--- src/rtl/nibble_serial_add_ctrl_pkg.sv ---
// Shared definitions for the nibble-serial adder controller: state encodings and slice geometry.
package nibble_serial_add_ctrl_pkg;

    localparam int NIBBLE_W   = 4;
    localparam int CALC_WIDTH = 16;

    typedef enum logic [1:0] {
        ST_IDLE = 2'd0,
        ST_RUN  = 2'd1,
        ST_DONE = 2'd2
    } state_t;

endpackage

--- src/rtl/nibble_serial_add_ctrl_add_slice4.sv ---
// Combinational 4-bit ripple-carry adder slice shared across all nibbles of an operation.
import nibble_serial_add_ctrl_pkg::*;

module add_slice4 (
    input  logic [NIBBLE_W-1:0] a,
    input  logic [NIBBLE_W-1:0] b,
    input  logic                c_in,
    output logic [NIBBLE_W-1:0] sum,
    output logic                c_out
);

    logic carry;

    always_comb begin
        sum   = '0;
        carry = c_in;
        for (int i = 0; i < NIBBLE_W; i++) begin
            sum[i] = a[i] ^ b[i] ^ carry;
            carry  = (a[i] & b[i]) | (carry & (a[i] ^ b[i]));
        end
        c_out = carry;
    end

endmodule

--- src/rtl/nibble_serial_add_ctrl.sv ---
// Nibble-serial add controller: one 4-bit slice walks WIDTH-bit operands LSB nibble first.
// Optional subtract mode (op_sub port) is built when NSA_SUB_MODE_EN is defined.
//
// state   | meaning
// --------+------------------------------------------------------------
// ST_IDLE | waiting for start handshake, start_ready high
// ST_RUN  | one nibble per cycle through the slice, carry registered
// ST_DONE | result held on res_sum/res_c_out until the sink accepts
import nibble_serial_add_ctrl_pkg::*;

module nibble_serial_add_ctrl #(
    parameter int WIDTH = CALC_WIDTH
) (
    input  logic             clk,
    input  logic             rst,
    input  logic             start_valid,
    output logic             start_ready,
    input  logic [WIDTH-1:0] op_a,
    input  logic [WIDTH-1:0] op_b,
    input  logic             c_in,
`ifdef NSA_SUB_MODE_EN
    input  logic             op_sub,
`endif
    output logic             busy,
    output logic             res_valid,
    input  logic             res_ready,
    output logic [WIDTH-1:0] res_sum,
    output logic             res_c_out
);

    localparam int NIBBLES = WIDTH / NIBBLE_W;
    localparam int CNT_W   = $clog2(NIBBLES);

    state_t state;
    state_t state_nxt;
    logic   load;

    logic [CNT_W-1:0]          cnt;
    logic                      carry;
    logic [WIDTH-1:0]          a_sh;
    logic [WIDTH-1:0]          b_sh;
    // Only the upper nibbles need storing; the newest nibble comes straight from the slice.
    logic [WIDTH-NIBBLE_W-1:0] sum_sh;
    logic [WIDTH-1:0]          sum_nxt;

    logic [NIBBLE_W-1:0] slice_b;
    logic [NIBBLE_W-1:0] slice_sum;
    logic                slice_c;
    logic                last_nibble;
    logic                init_carry;

`ifdef NSA_SUB_MODE_EN
    logic sub_q;
    assign slice_b    = sub_q ? ~b_sh[NIBBLE_W-1:0] : b_sh[NIBBLE_W-1:0];
    assign init_carry = op_sub ? 1'b1 : c_in;
`else
    assign slice_b    = b_sh[NIBBLE_W-1:0];
    assign init_carry = c_in;
`endif

    add_slice4 u_slice (
        .a     (a_sh[NIBBLE_W-1:0]),
        .b     (slice_b),
        .c_in  (carry),
        .sum   (slice_sum),
        .c_out (slice_c)
    );

    assign last_nibble = (cnt == CNT_W'(NIBBLES - 1));
    assign sum_nxt     = {slice_sum, sum_sh};

    always_ff @(posedge clk) begin
        if (rst) begin
            state <= ST_IDLE;
        end else begin
            state <= state_nxt;
        end
    end

    always_comb begin
        state_nxt   = state;
        start_ready = 1'b0;
        busy        = 1'b0;
        res_valid   = 1'b0;
        load        = 1'b0;
        case (state)
            ST_IDLE: begin
                start_ready = 1'b1;
                if (start_valid) begin
                    load      = 1'b1;
                    state_nxt = ST_RUN;
                end
            end
            ST_RUN: begin
                busy = 1'b1;
                if (last_nibble) begin
                    state_nxt = ST_DONE;
                end
            end
            ST_DONE: begin
                busy      = 1'b1;
                res_valid = 1'b1;
                if (res_ready) begin
                    state_nxt = ST_IDLE;
                end
            end
            default: state_nxt = ST_IDLE;
        endcase
    end

    always_ff @(posedge clk) begin
        if (rst) begin
            cnt       <= '0;
            carry     <= 1'b0;
            a_sh      <= '0;
            b_sh      <= '0;
            sum_sh    <= '0;
            res_sum   <= '0;
            res_c_out <= 1'b0;
`ifdef NSA_SUB_MODE_EN
            sub_q     <= 1'b0;
`endif
        end else if (load) begin
            a_sh  <= op_a;
            b_sh  <= op_b;
            carry <= init_carry;
            cnt   <= '0;
`ifdef NSA_SUB_MODE_EN
            sub_q <= op_sub;
`endif
        end else if (state == ST_RUN) begin
            a_sh   <= a_sh >> NIBBLE_W;
            b_sh   <= b_sh >> NIBBLE_W;
            sum_sh <= sum_nxt[WIDTH-1:NIBBLE_W];
            carry  <= slice_c;
            cnt    <= cnt + CNT_W'(1);
            if (last_nibble) begin
                res_sum   <= sum_nxt;
                res_c_out <= slice_c;
            end
        end
    end

endmodule
--- config.mk ---
export PLATFORM = sky130hd
export DESIGN_NAME = nibble_serial_add_ctrl
export DESIGN_NICKNAME = d
export VERILOG_FILES = /design/src/rtl/nibble_serial_add_ctrl_pkg.sv /design/src/rtl/nibble_serial_add_ctrl_add_slice4.sv /design/src/rtl/nibble_serial_add_ctrl.sv
export SDC_FILE = /design/constraint.sdc
export NUM_CORES = 1
export LEC_CHECK = 0
export BUFFER_PORTS_ARGS = -buffer_cell sky130_fd_sc_hd__buf_4
export CAP_MARGIN = 15
export CELL_PAD_IN_SITES_DETAIL_PLACEMENT = 1
export CELL_PAD_IN_SITES_GLOBAL_PLACEMENT = 1
export CORE_MARGIN = 4
export CORE_UTILIZATION = 38
export CTS_BUF_LIST = sky130_fd_sc_hd__clkbuf_8
export DETAILED_ROUTE_END_ITERATION = 12
export PLACE_DENSITY_LB_ADDON = 0.12
export SYNTH_ARGS = -nofsm -noshare
export SYNTH_HDL_FRONTEND = slang
export SYNTH_SLANG_ARGS = --single-unit
--- constraint.sdc ---
create_clock -name clk -period 3.9 [get_ports clk]
set_input_delay 1.17 -clock clk [delete_from_list [all_inputs] [get_ports clk]]
set_output_delay 1.17 -clock clk [all_outputs]
set_load 0.01 [all_outputs]
# Word-level counts from Yosys, hierarchy flattened
# Index checks and enable logic that the tools add are counted.
word_totals:
  regBits: 66
  inputBits: 37
classes:
  add_sub_neg: 1
  eq_ne: 6
  mux: 15
  bitwise: 21
  reduce_logical: 7
op_table:
  columns: ["operator", "count"]
  rows:
  - ["$mux 16", 4]
  - ["$and 1x1->1", 8]
  - ["$xor 1x1->1", 8]
  - ["$mux 1", 7]
  - ["$mux 2", 3]
  - ["$ne 2x2->1 const B", 3]
  - ["$pmux 2 s3", 1]
  - ["$reduce_and 3->1", 2]
  - ["$eq 2x2->1 const B", 2]
  - ["$or 1x1->1", 4]
  - ["$reduce_or 2->1", 2]
  - ["$add 2x1->2 const B", 1]
  - ["$eq 2x1->1 const B", 1]
  - ["$logic_not 2->1", 1]
  - ["$reduce_and 2->1", 1]
  - ["$reduce_bool 2->1", 1]
  - ["$not 1->1", 1]

# Depth between registers and ports, before layout
# Gate-level depths: netlist of run 1.
depth:
  depth_word: 11
  ltp_mapped: 10

# Cells and area by module
# From an unflattened synthesis of run 1, not the netlist that was laid out.
hier_totals:
  cells_unflattened: 306
  area_unflattened_um2: 2846.5
by_module_without_submodules:
  columns: ["mod", "instances", "cells_per_inst", "area_each_um2", "seq_area_each_um2"]
  rows:
  - ["nibble_serial_add_ctrl", 1, 292, 2728.9, 1321.3]
  - ["add_slice4", 1, 14, 117.6, 0.0]

# Least setup slack after synthesis of run 1
# No wires, ideal clock.
synth_timing:
  path_type: "reg2reg"
  start: "register carry"
  end: "register sum_sh[11]"
  arrival_ps: 1995
  t_required_ps: 3814
  setup_slack_ps: 1819
  stages_incl_launch_ff: 9
  path_cell_list: "dfxtp_1 > fa_1 > inv_1 > fa_1 > inv_1 > fa_1 > inv_1 > fa_1 > a211oi_1"
synth_between:
  elab_chain_len: 7
synth_lines:
  columns: ["element", "line_no", "text"]
  rows:
  - ["from (decl)", "nibble_serial_add_ctrl.sv:39", "logic carry;"]
  - ["from (signal assigned)", "nibble_serial_add_ctrl.sv:126", "carry <= init_carry;"]
  - ["from (signal assigned)", "nibble_serial_add_ctrl.sv:135", "carry <= slice_c;"]
  - ["$and 1x1->1", "nibble_serial_add_ctrl_add_slice4.sv:19", "carry = (a[i] & b[i]) | (carry & (a[i] ^ b[i]));"]
  - ["$or 1x1->1", "nibble_serial_add_ctrl_add_slice4.sv:19", null]
  - ["$and 1x1->1", "nibble_serial_add_ctrl_add_slice4.sv:19", null]
  - ["$or 1x1->1", "nibble_serial_add_ctrl_add_slice4.sv:19", null]
  - ["$and 1x1->1", "nibble_serial_add_ctrl_add_slice4.sv:19", null]
  - ["$or 1x1->1", "nibble_serial_add_ctrl_add_slice4.sv:19", null]
  - ["$xor 1x1->1", "nibble_serial_add_ctrl_add_slice4.sv:18", "sum[i] = a[i] ^ b[i] ^ carry;"]
  - ["to (signal assigned)", "nibble_serial_add_ctrl.sv:134", "sum_sh <= sum_nxt[WIDTH-1:NIBBLE_W];"]
  - ["to (decl)", "nibble_serial_add_ctrl.sv:43", "logic [WIDTH-NIBBLE_W-1:0] sum_sh;"]
# Every way passes these cells.
# A chain may end at the register's enable or synchronous reset.

# Worst setup path in the final report of run 1
layout_timing:
  start: "register state[0]"
  end: "output busy"
layout_between:
  elab_chain_len: 3
layout_lines:
  columns: ["element", "line_no", "text"]
  rows:
  - ["from (decl)", "nibble_serial_add_ctrl.sv:34", "state_t state;"]
  - ["from (signal assigned)", "nibble_serial_add_ctrl.sv:76", "state <= state_nxt;"]
  - ["$eq 2x1->1 or $eq 2x2->1 (tied branches)", "nibble_serial_add_ctrl.sv:86", "case (state)"]
  - ["$reduce_or 2->1 (no line) *", null, null]
  - ["$mux 1 *", "nibble_serial_add_ctrl.sv:86", null]
  - ["to (decl)", "nibble_serial_add_ctrl.sv:24", "output logic busy,"]
# Every way passes the cells marked *; elsewhere a longest branch is shown, timed or not.

==> results.sh, run 1 <==
export IMPL_fin_skew_ps=6.633
export IMPL_root_buffer="clkbuf_8"
export IMPL_r2r_end="sum_sh[11]"
export IMPL_power_density_nw_per_um2=631.0
export IMPL_hold_end="res_sum[0]"
export IMPL_worstHoldStart="sum_sh[0]"
export IMPL_timing_rr_start="carry"
export IMPL_synth_cells=301
export IMPL_yosysTopAreaCellShare=0.4681
export IMPL_r2r_slack_ps=1660
export IMPL_start_util=0.3892
export IMPL_reg2regPathDepth=8
export IMPL_dp_hpwl_um=4501
export IMPL_status="complete, no violations"
export IMPL_grt_max_degree=75
export IMPL_finalHoldViolCount=0
export IMPL_synthArstFlopShare=0
export IMPL_arrival_ps=1210
export IMPL_hold_depth=2
export IMPL_critPathMaxFanout=3
export IMPL_die_y_um=94.19
export IMPL_drt_total_wl_um=6835
export IMPL_drc_errors=0
export IMPL_finalInstanceArea_sq_um=3456
export IMPL_final_cell_count_no_fill=447
export IMPL_path_clk_slew_ps=70
export IMPL_post_cts_buffers=0
export IMPL_period_minus_slack_ps=2384
export IMPL_synth_common_cells="dfxtp_1, mux2i_1, nor2_1, a211oi_1, a21oi_1"
export IMPL_cts_tree="built"
export IMPL_yosysWarningCount=0
export IMPL_cap_violations=0
export IMPL_tightest_slew_ps=933.6
export IMPL_finalCritPeriodShare=0.6114
export IMPL_synth_distinct_cells=24
export IMPL_dp_slack_ps=1302
export IMPL_syn_to_final_growth_pct=22.43
export IMPL_die_w_um=94.19
export IMPL_synth_most_common_cell="dfxtp_1"
export IMPL_finalSetupTns_ps=0
export IMPL_synth_ff_type="dfxtp_1"
export IMPL_synth_nets=346
export IMPL_fmax_ghz=0.4194
export IMPL_vias_per_cell=5.116
export IMPL_setup_viol=0
export IMPL_multi_input_area_sq_um=1311
export IMPL_core_rowCount=31
export IMPL_port_buffers=56
export IMPL_hold_buffers=0
export IMPL_required_ps=2730
export IMPL_place_area_sq_um=3237
export IMPL_grt_overflow_total=0
export IMPL_drt_pass1_iterations=4
export IMPL_clk_latency_ps=330
export IMPL_slew_viol_final=0
export IMPL_ys_ff_latch=66
export IMPL_n_fill_cell=862
export IMPL_grt_use_total=0.1636
export IMPL_path_class="reg -> out"
export IMPL_relSlewSlack=0.3776
export IMPL_leakagePower_nw=1.345
export IMPL_io_pins=57
export IMPL_grt_pass1_wl_um=11280
export IMPL_cts_buffers=9
export IMPL_syn_avg_cell_area_sq_um=9.378
export IMPL_die_area_sq_um=8871
export IMPL_cts_resized=0
export IMPL_n_antenna_cell=0
export IMPL_vias=2287
export IMPL_cts_buffer_depth=2
export IMPL_cts_sinks=66
export IMPL_synth_area_leader_cell="dfxtp_1"
export IMPL_antenna_found_initial=0
export IMPL_synth_area_sq_um=2823
export IMPL_rsz0062_at_grt="false"
export IMPL_ff_latch_area_sq_um=1321
export IMPL_final_util=0.4765
export IMPL_drive_above_1_share=0.2155
export IMPL_hp_class="reg -> reg"
export IMPL_gp_congestion=0.7170
export IMPL_yosysSeqAreaShare=0.4681
export IMPL_dp_cells=431
export IMPL_grt_pass1_vias=2336
export IMPL_worst_setup_path_start_kind="flop"
export IMPL_vdd_ir_drop_worst_mv=0.1880
export IMPL_htreeDepth=3
export IMPL_critPathCaptureType="output pin"
export IMPL_drt_iter0_drc=75
export IMPL_routedWlPerCell_um=15.29
export IMPL_fin_nets=388
export IMPL_synthTopCellsByArea="dfxtp_1, mux2i_1, a211oi_1"
export IMPL_core_area_sq_um=7253
export IMPL_fin_ws_ps=1516
export IMPL_postRouteAntennaNets=0
export IMPL_synth_edff_count=0
## per-layer routing
| metal | GRT usage | vias up | wire length [um] |
|---|---|---|---|
| li1 | - | 1130 | - |
| met1 | 0.2014 | 1111 | 3031 |
| met5 | 0 | - | 0 |
| met2 | 0.2772 | 37 | 3474 |
| met3 | 0.02965 | 9 | 252 |
| met4 | 0.07220 | 0 | 76 |
## worst max-delay path by stage
stage / slack, ps / from / cells after the start / endpoint
after global routing: 1450 / state[0] / 3 / busy
final: 1520 / state[0] / 3 / busy
after floorplan: 1820 / carry / 8 / sum_sh[11]
after global placement: 1390 / start_valid / 4 / res_c_out
after detailed placement: 1300 / start_valid / 4 / res_sum[13]
after CTS: 1500 / state[0] / 3 / busy
## power breakdown
part           leakage (nW)  switching (W)  internal, W
clock network         0.113       0.000255     0.000373
logic                 0.692       0.000377     0.000288
registers             0.540      0.0000867     0.000802
## per-stage QoR
step / hold slack (ps) / power [W]
final: 472.2 / 0.002181
after global placement: 458.8 / 0.001556
after CTS: 480.4 / 0.002209
after global routing: 498.4 / 0.002325
after detailed placement: 470.5 / 0.001573
after floorplan: 443.1 / 0.001414
## final cells by class
cell class                 instances  share of cell area
sequential                        66              0.3823
multi-input combinational        196              0.3794
timing repair buffer              58              0.1260
clock buffer                      10             0.03983
tap                               99             0.03584
clock inverter                     6             0.02353
inverter                          12             0.01303
## cell families after synthesis
group | synth area share
and+or+nand+nor | 0.1281
AOI/OAI and AO/OA | 0.1543
DFF | 0.4681
buffers and inverters | 0.06915
muxes | 0.1312
adders and majority gates | 0.04610
xor gates and xnor gates | 0.003103
## sequential cells by signal, summed over array words and instances (netlist names)
name / cells
carry: 1
sum_sh: 12
b_sh: 16
cnt: 2
a_sh: 16
res_sum: 16
res_c_out: 1
state: 2
## placed cells by master (no fill, tap or decap)
cell type / instances
a211oi_1: 29
nand2_2: 1
o21ai_0: 11
nand3_1: 14
buf_4: 58
nand2_1: 11
dfxtp_1: 66
ha_1: 3
mux2i_1: 37
a21oi_1: 26
xnor2_1: 1
nor3_1: 2
a222oi_1: 1
clkbuf_8: 10
nor2_1: 37
clkinv_2: 2
inv_1: 13
o211ai_1: 1
and2_1: 2
bufinv_16: 2
clkinvlp_4: 1
ha_2: 1
fa_1: 4
nand3b_1: 8
nand2b_1: 4
o21ai_1: 3
## worst max-delay path, stage by stage, from the launching register on
cell and delay, ps:
dfxtp_1 370, inv_1 80, ha_1 290, buf_4 150
Note: power is estimated with default switching activity, not from simulation.
==> run 2: changes to the inputs <==
==> constraint.sdc (replaced) <==
create_clock -name clk -period 2.2 [get_ports clk]
set_input_delay 0.66 -clock clk [delete_from_list [all_inputs] [get_ports clk]]
set_output_delay 0.66 -clock clk [all_outputs]
set_load 0.01 [all_outputs]
==> run 2 against run 1 <==
Against the previous run:
- non-clock buffer count is 6 higher
- critical path depth increased by 5
- cell count rose by 1.3%
- via count down 1.1%
- clock power grew 78%
- largest cell class is now multi-input combinational cells
- critical endpoint is now res_sum[15]
- hold slack worse by 2.0 ps
==> results.sh, run 2 (same netlist as run 1, synthesis figures left out) <==
export IMPL_relSlewSlack=0.6556
export IMPL_cts_tree="built"
export IMPL_routedWlPerCell_um=14.82
export IMPL_p_int_w=0.002643
export IMPL_required_ps=2460
export IMPL_power_density_nw_per_um2=1113
export IMPL_finalHoldViolCount=0
export IMPL_hp_class="reg -> reg"
export IMPL_finalSetupTns_ps=0
export IMPL_rsz0062_at_grt="true"
export IMPL_cts_buffers=9
export IMPL_path_clk_slew_ps=70
export IMPL_clk_latency_ps=330
export IMPL_drt_total_wl_um=6713
export IMPL_start_util=0.3892
export IMPL_grt_pass1_wl_um=11120
export IMPL_antenna_found_initial=0
export IMPL_die_area_sq_um=8871
export IMPL_grt_overflow_total=0
export IMPL_setup_viol=0
export IMPL_switchingPower_w=0.001291
export IMPL_tightest_slew_ps=516.6
export IMPL_path_class="reg -> reg"
export IMPL_final_cell_mix="dfxtp_1, buf_4, mux2i_1, nor2_1, a211oi_1"
export IMPL_vdd_ir_drop_worst_mv=0.4712
export IMPL_grt_max_degree=75
export IMPL_die_w_um=94.19
export IMPL_status="complete, no violations"
export IMPL_cap_violations=0
export IMPL_mostFrequentLayoutCell="dfxtp_1"
export IMPL_n_fill_cell=851
export IMPL_drc_errors=0
export IMPL_combPwrFrac=0.314
export IMPL_drt_iter0_drc=59
export IMPL_period_minus_slack_ps=2151
export IMPL_gp_congestion=0.7577
export IMPL_cts_sinks=66
export IMPL_cts_buffer_depth=2
export IMPL_post_cts_buffers=0
export IMPL_n_antenna_cell=0
export IMPL_power_frac_clock=0.285
export IMPL_swShare=0.3281
export IMPL_drive_above_1_share=0.2571
export IMPL_arrival_ps=2410
export IMPL_postRouteAntennaNets=0
export IMPL_multi_input_area_sq_um=1329
export IMPL_ff_latch_area_sq_um=1324
export IMPL_core_area_sq_um=7253
export IMPL_leakagePower_nw=1.378
export IMPL_fin_nets=394
export IMPL_htreeDepth=3
export IMPL_seq_power_share=0.402
export IMPL_grt_pass1_vias=2279
export IMPL_core_rowCount=31
export IMPL_critPathMaxFanout=2
export IMPL_fmax_ghz=0.4650
export IMPL_fin_skew_ps=9.006
export IMPL_grt_use_total=0.1608
export IMPL_dp_slack_ps=-2.380
export IMPL_worst_setup_path_start_kind="flop"
export IMPL_critPathCaptureType="flop"
export IMPL_vias=2262
export IMPL_die_y_um=94.19
export IMPL_io_pins=57
export IMPL_finalCritPeriodShare=0.9775
export IMPL_slew_viol_final=0
export IMPL_drt_pass1_iterations=4
export IMPL_port_buffers=56
export IMPL_largest_registers="a_sh: 16 flops, b_sh: 16 flops, res_sum: 16 flops"
export IMPL_syn_to_final_growth_pct=25.18
export IMPL_vias_per_cell=4.993
export IMPL_root_buffer="clkbuf_8"
export IMPL_dp_hpwl_um=4568
export IMPL_fin_ws_ps=49.41
run 2: cell count changes in the layout (fill, tap and decap cells not counted):
cell / previous run / this run
fa_1: 4 / 1
inv_1: 13 / 10
a211oi_2: 0 / 2
dfxtp_2: 0 / 2
inv_2: 0 / 3
a211oi_1: 29 / 27
fa_2: 0 / 3
dfxtp_1: 66 / 64
buf_12: 0 / 1
buf_4: 58 / 63
run 2: timing repair:
action	4_1_cts	5_1_grt
resized for setup	0	10
pin swaps	0	4
hold buffers	0	0
endpoints found under the setup margin	1	3
run 2: worst paths after layout:
kind | start | endpoint | slack (ps) | depth (start not counted)
max | b_sh[0] | res_sum[15] | 50 | 8
min | sum_sh[1] | res_sum[1] | 470 | 2
max reg2reg | b_sh[0] | res_sum[15] | 50 | 8
min reg2reg | sum_sh[1] | res_sum[1] | 470 | 2
run 2: per-stage QoR:
stage	cells	total power (W)	cell area, sq um	hold slack, ps	util
finish	453	0.003933	3533	470.2	0.4871
global route	453	0.004192	3533	487.3	0.4871
CTS	453	0.003954	3513	471.7	0.4844
detailed placement	437	0.002813	3294	459.4	0.4542
global placement	437	0.002795	3294	458.4	0.4542
floorplan	301	0.002507	2823	443.1	-
run 2: routing by layer:
metal  GRT usage  wire length (um)  up-vias
li1            -                 -     1141
met1      0.2053              3085     1076
met2      0.2636              3262       36
met3     0.03125               250        9
met4     0.06859               114        0
met5           0                 0        -
run 2: critical path, cell delays in order, from the launching register on:
cell and delay, ps:
dfxtp_2 330, fa_2 390, inv_2 70, fa_2 190, inv_2 40, fa_2 330
inv_2 60, fa_1 450, a211oi_2 220
run 2: power groups by stage:
| stage | registers [W] | logic (W) | clock network (W) |
|---|---|---|---|
| 2_1_floorplan | 0.00154 | 0.000962 | 0 |
| 3_3_place_gp | 0.00160 | 0.00120 | 0 |
| 3_5_place_dp | 0.00160 | 0.00121 | 0 |
| 4_1_cts | 0.00158 | 0.00122 | 0.00115 |
| 5_1_grt | 0.00161 | 0.00138 | 0.00120 |
| 6_report | 0.00158 | 0.00123 | 0.00112 |
run 2: cell type report:
cell class / instances / area share
Clock buffer: 10 / 0.03895
Sequential cell: 66 / 0.3746
Multi-Input combinational cell: 196 / 0.3761
Clock inverter: 6 / 0.02302
Inverter: 12 / 0.01275
Tap cell: 99 / 0.03506
Timing Repair Buffer: 64 / 0.1395
==> run 3: changes to the inputs <==
--- a/config.mk
+++ b/config.mk
@@ -5,15 +5,15 @@
 export SDC_FILE = /design/constraint.sdc
 export NUM_CORES = 1
 export LEC_CHECK = 0
+export ABC_AREA = 0
 export BUFFER_PORTS_ARGS = -buffer_cell sky130_fd_sc_hd__buf_4
-export CAP_MARGIN = 15
 export CELL_PAD_IN_SITES_DETAIL_PLACEMENT = 1
 export CELL_PAD_IN_SITES_GLOBAL_PLACEMENT = 1
 export CORE_MARGIN = 4
 export CORE_UTILIZATION = 38
 export CTS_BUF_LIST = sky130_fd_sc_hd__clkbuf_8
 export DETAILED_ROUTE_END_ITERATION = 12
-export PLACE_DENSITY_LB_ADDON = 0.12
+export PLACE_DENSITY = 0.77
 export SYNTH_ARGS = -nofsm -noshare
 export SYNTH_HDL_FRONTEND = slang
 export SYNTH_SLANG_ARGS = --single-unit
==> run 3 against run 2 <==
Against the previous run:
- worst setup slack better by 16 ps
- wire length is 3.3% higher
- largest cell class unchanged
- combinational power is 3% higher
- power is 4.9% lower
- maximum frequency is 0.73% higher
- utilization is 0.67 points lower
- largest power group unchanged
- die area stayed put
- global-route usage is 0.75 points higher
- non-clock buffer count is 2 lower
==> results.sh, run 3 (same netlist as run 1, synthesis figures left out) <==
export IMPL_vias=2276
export IMPL_drive_above_1_share=0.2528
export IMPL_cpPeakStageDelay_ps=470
export IMPL_vdd_ir_drop_worst_mv=0.3968
export IMPL_root_buffer="clkbuf_8"
export IMPL_fmax_ghz=0.4684
export IMPL_cts_buffers=9
export IMPL_gp_congestion=0.7512
export IMPL_core_area_sq_um=7253
export IMPL_grt_max_degree=51
export IMPL_post_cts_buffers=0
export IMPL_postRouteAntennaNets=0
export IMPL_required_ps=2460
export IMPL_dp_hpwl_um=4870
export IMPL_reg2regPathDepth=8
export IMPL_arrival_ps=2400
export IMPL_drc_errors=0
export IMPL_power_density_nw_per_um2=1073
export IMPL_tightest_slew_ps=855.3
export IMPL_io_pins=57
export IMPL_setup_viol=0
export IMPL_hold_depth=2
export IMPL_finalHoldViolCount=0
export IMPL_period_minus_slack_ps=2135
export IMPL_dp_slack_ps=-62.71
export IMPL_status="complete, no violations"
export IMPL_whs_ps=473.8
export IMPL_cts_tree="built"
export IMPL_antenna_found_initial=0
export IMPL_hp_class="reg -> reg"
export IMPL_start_util=0.3892
export IMPL_critPathMaxFanout=2
export IMPL_routedWlPerCell_um=15.37
export IMPL_fin_nets=392
export IMPL_die_y_um=94.19
export IMPL_fin_ws_ps=65.04
export IMPL_hold_buffers=0
export IMPL_worst_setup_path_start_kind="flop"
export IMPL_final_cell_count_no_fill=451
export IMPL_grt_pass1_vias=2393
export IMPL_syn_to_final_growth_pct=23.45
export IMPL_path_class="reg -> reg"
export IMPL_drt_total_wl_um=6932
export IMPL_core_rowCount=31
export IMPL_cp_depth=8
export IMPL_crit_path_cell_trace="fa_2 > inv_2 > fa_2 > inv_2 > fa_2 > inv_2 > fa_2 > a211oi_2"
export IMPL_final_cell_mix="dfxtp_1, buf_4, mux2i_1, nor2_1, a211oi_1"
export IMPL_n_antenna_cell=0
export IMPL_rsz0062_at_grt="true"
export IMPL_clk_latency_ps=340
export IMPL_drt_pass1_iterations=4
export IMPL_vias_per_cell=5.047
export IMPL_drt_iter0_drc=66
export IMPL_cts_buffer_depth=2
export IMPL_mostFrequentLayoutCell="dfxtp_1"
export IMPL_die_w_um=94.19
export IMPL_path_delay_family="adder cells"
export IMPL_cap_violations=0
export IMPL_finalSetupTns_ps=0
export IMPL_critPathCaptureType="flop"
export IMPL_finalCritPeriodShare=0.9704
export IMPL_path_clk_slew_ps=80
export IMPL_grt_pass1_wl_um=11630
export IMPL_port_buffers=56
export IMPL_crit_slowest_cell="fa_2"
export IMPL_cts_sinks=66
export IMPL_cp_common_cell="fa_2"
export IMPL_critPathBufInv=3
export IMPL_grt_use_total=0.1683
export IMPL_leakagePower_nw=1.346
export IMPL_fin_skew_ps=8.220
export IMPL_die_area_sq_um=8871
export IMPL_htreeDepth=3
export IMPL_dp_cells=435
export IMPL_relSlewSlack=0.4298
export IMPL_grt_overflow_total=0
export IMPL_largest_registers="a_sh: 16 flops, b_sh: 16 flops, res_sum: 16 flops"
export IMPL_slew_viol_final=0
==> run 3: final cells by class <==
type | count | area (sq um)
well taps | 99 | 123.9
clock buffers | 10 | 137.6
inverters | 12 | 45.04
repair buffers | 62 | 490.5
multi-input cells | 196 | 1331
fillers | 888 | 3769
flip-flops and latches | 66 | 1323
clock inverters | 6 | 33.78
==> run 3: per-stage QoR <==
stage / instance area [sq um] / utilization / total power [W]
2_1_floorplan: 2823 / - / 0.002507
3_3_place_gp: 3292 / 0.4539 / 0.002788
3_5_place_dp: 3292 / 0.4539 / 0.002846
4_1_cts: 3477 / 0.4794 / 0.003778
5_1_grt: 3485 / 0.4804 / 0.004001
6_report: 3485 / 0.4804 / 0.003740
==> run 3: power by group <==
| group | total [W] | internal [W] | switching [W] |
|---|---|---|---|
| Clock | 0.000895 | 0.000429 | 0.000465 |
| Sequential | 0.00158 | 0.00142 | 0.000154 |
| Combinational | 0.00127 | 0.000575 | 0.000694 |
| Total | 0.00374 | 0.00243 | 0.00131 |
==> run 3: what timing repair did <==
item | CTS | global route
setup endpoints to repair | 2 | 2
pin swaps | 3 | 1
gates resized for setup | 7 | 3
==> run 3: per-layer routing <==
| metal | vias to the layer above | track usage | routed length, um |
|---|---|---|---|
| li1 | 1139 | - | - |
| met1 | 1073 | 0.2026 | 3040 |
| met2 | 54 | 0.2908 | 3444 |
| met3 | 10 | 0.03365 | 311 |
| met4 | 0 | 0.06980 | 135 |
| met5 | - | 0 | 0 |
==> run 3: final timing paths <==
kind	startpoint	end	slack [ps]
max	carry	sum_sh[11]	70
min	sum_sh[3]	res_sum[3]	470
max reg2reg	carry	sum_sh[11]	70
min reg2reg	sum_sh[3]	res_sum[3]	470
==> run 3: worst register-to-register path, cell delays in order, from the launching register on <==
cell and delay (ps):
dfxtp_2 330, fa_2 380, inv_2 70, fa_2 190
inv_2 40, fa_2 320, inv_2 70, fa_2 470
a211oi_2 200
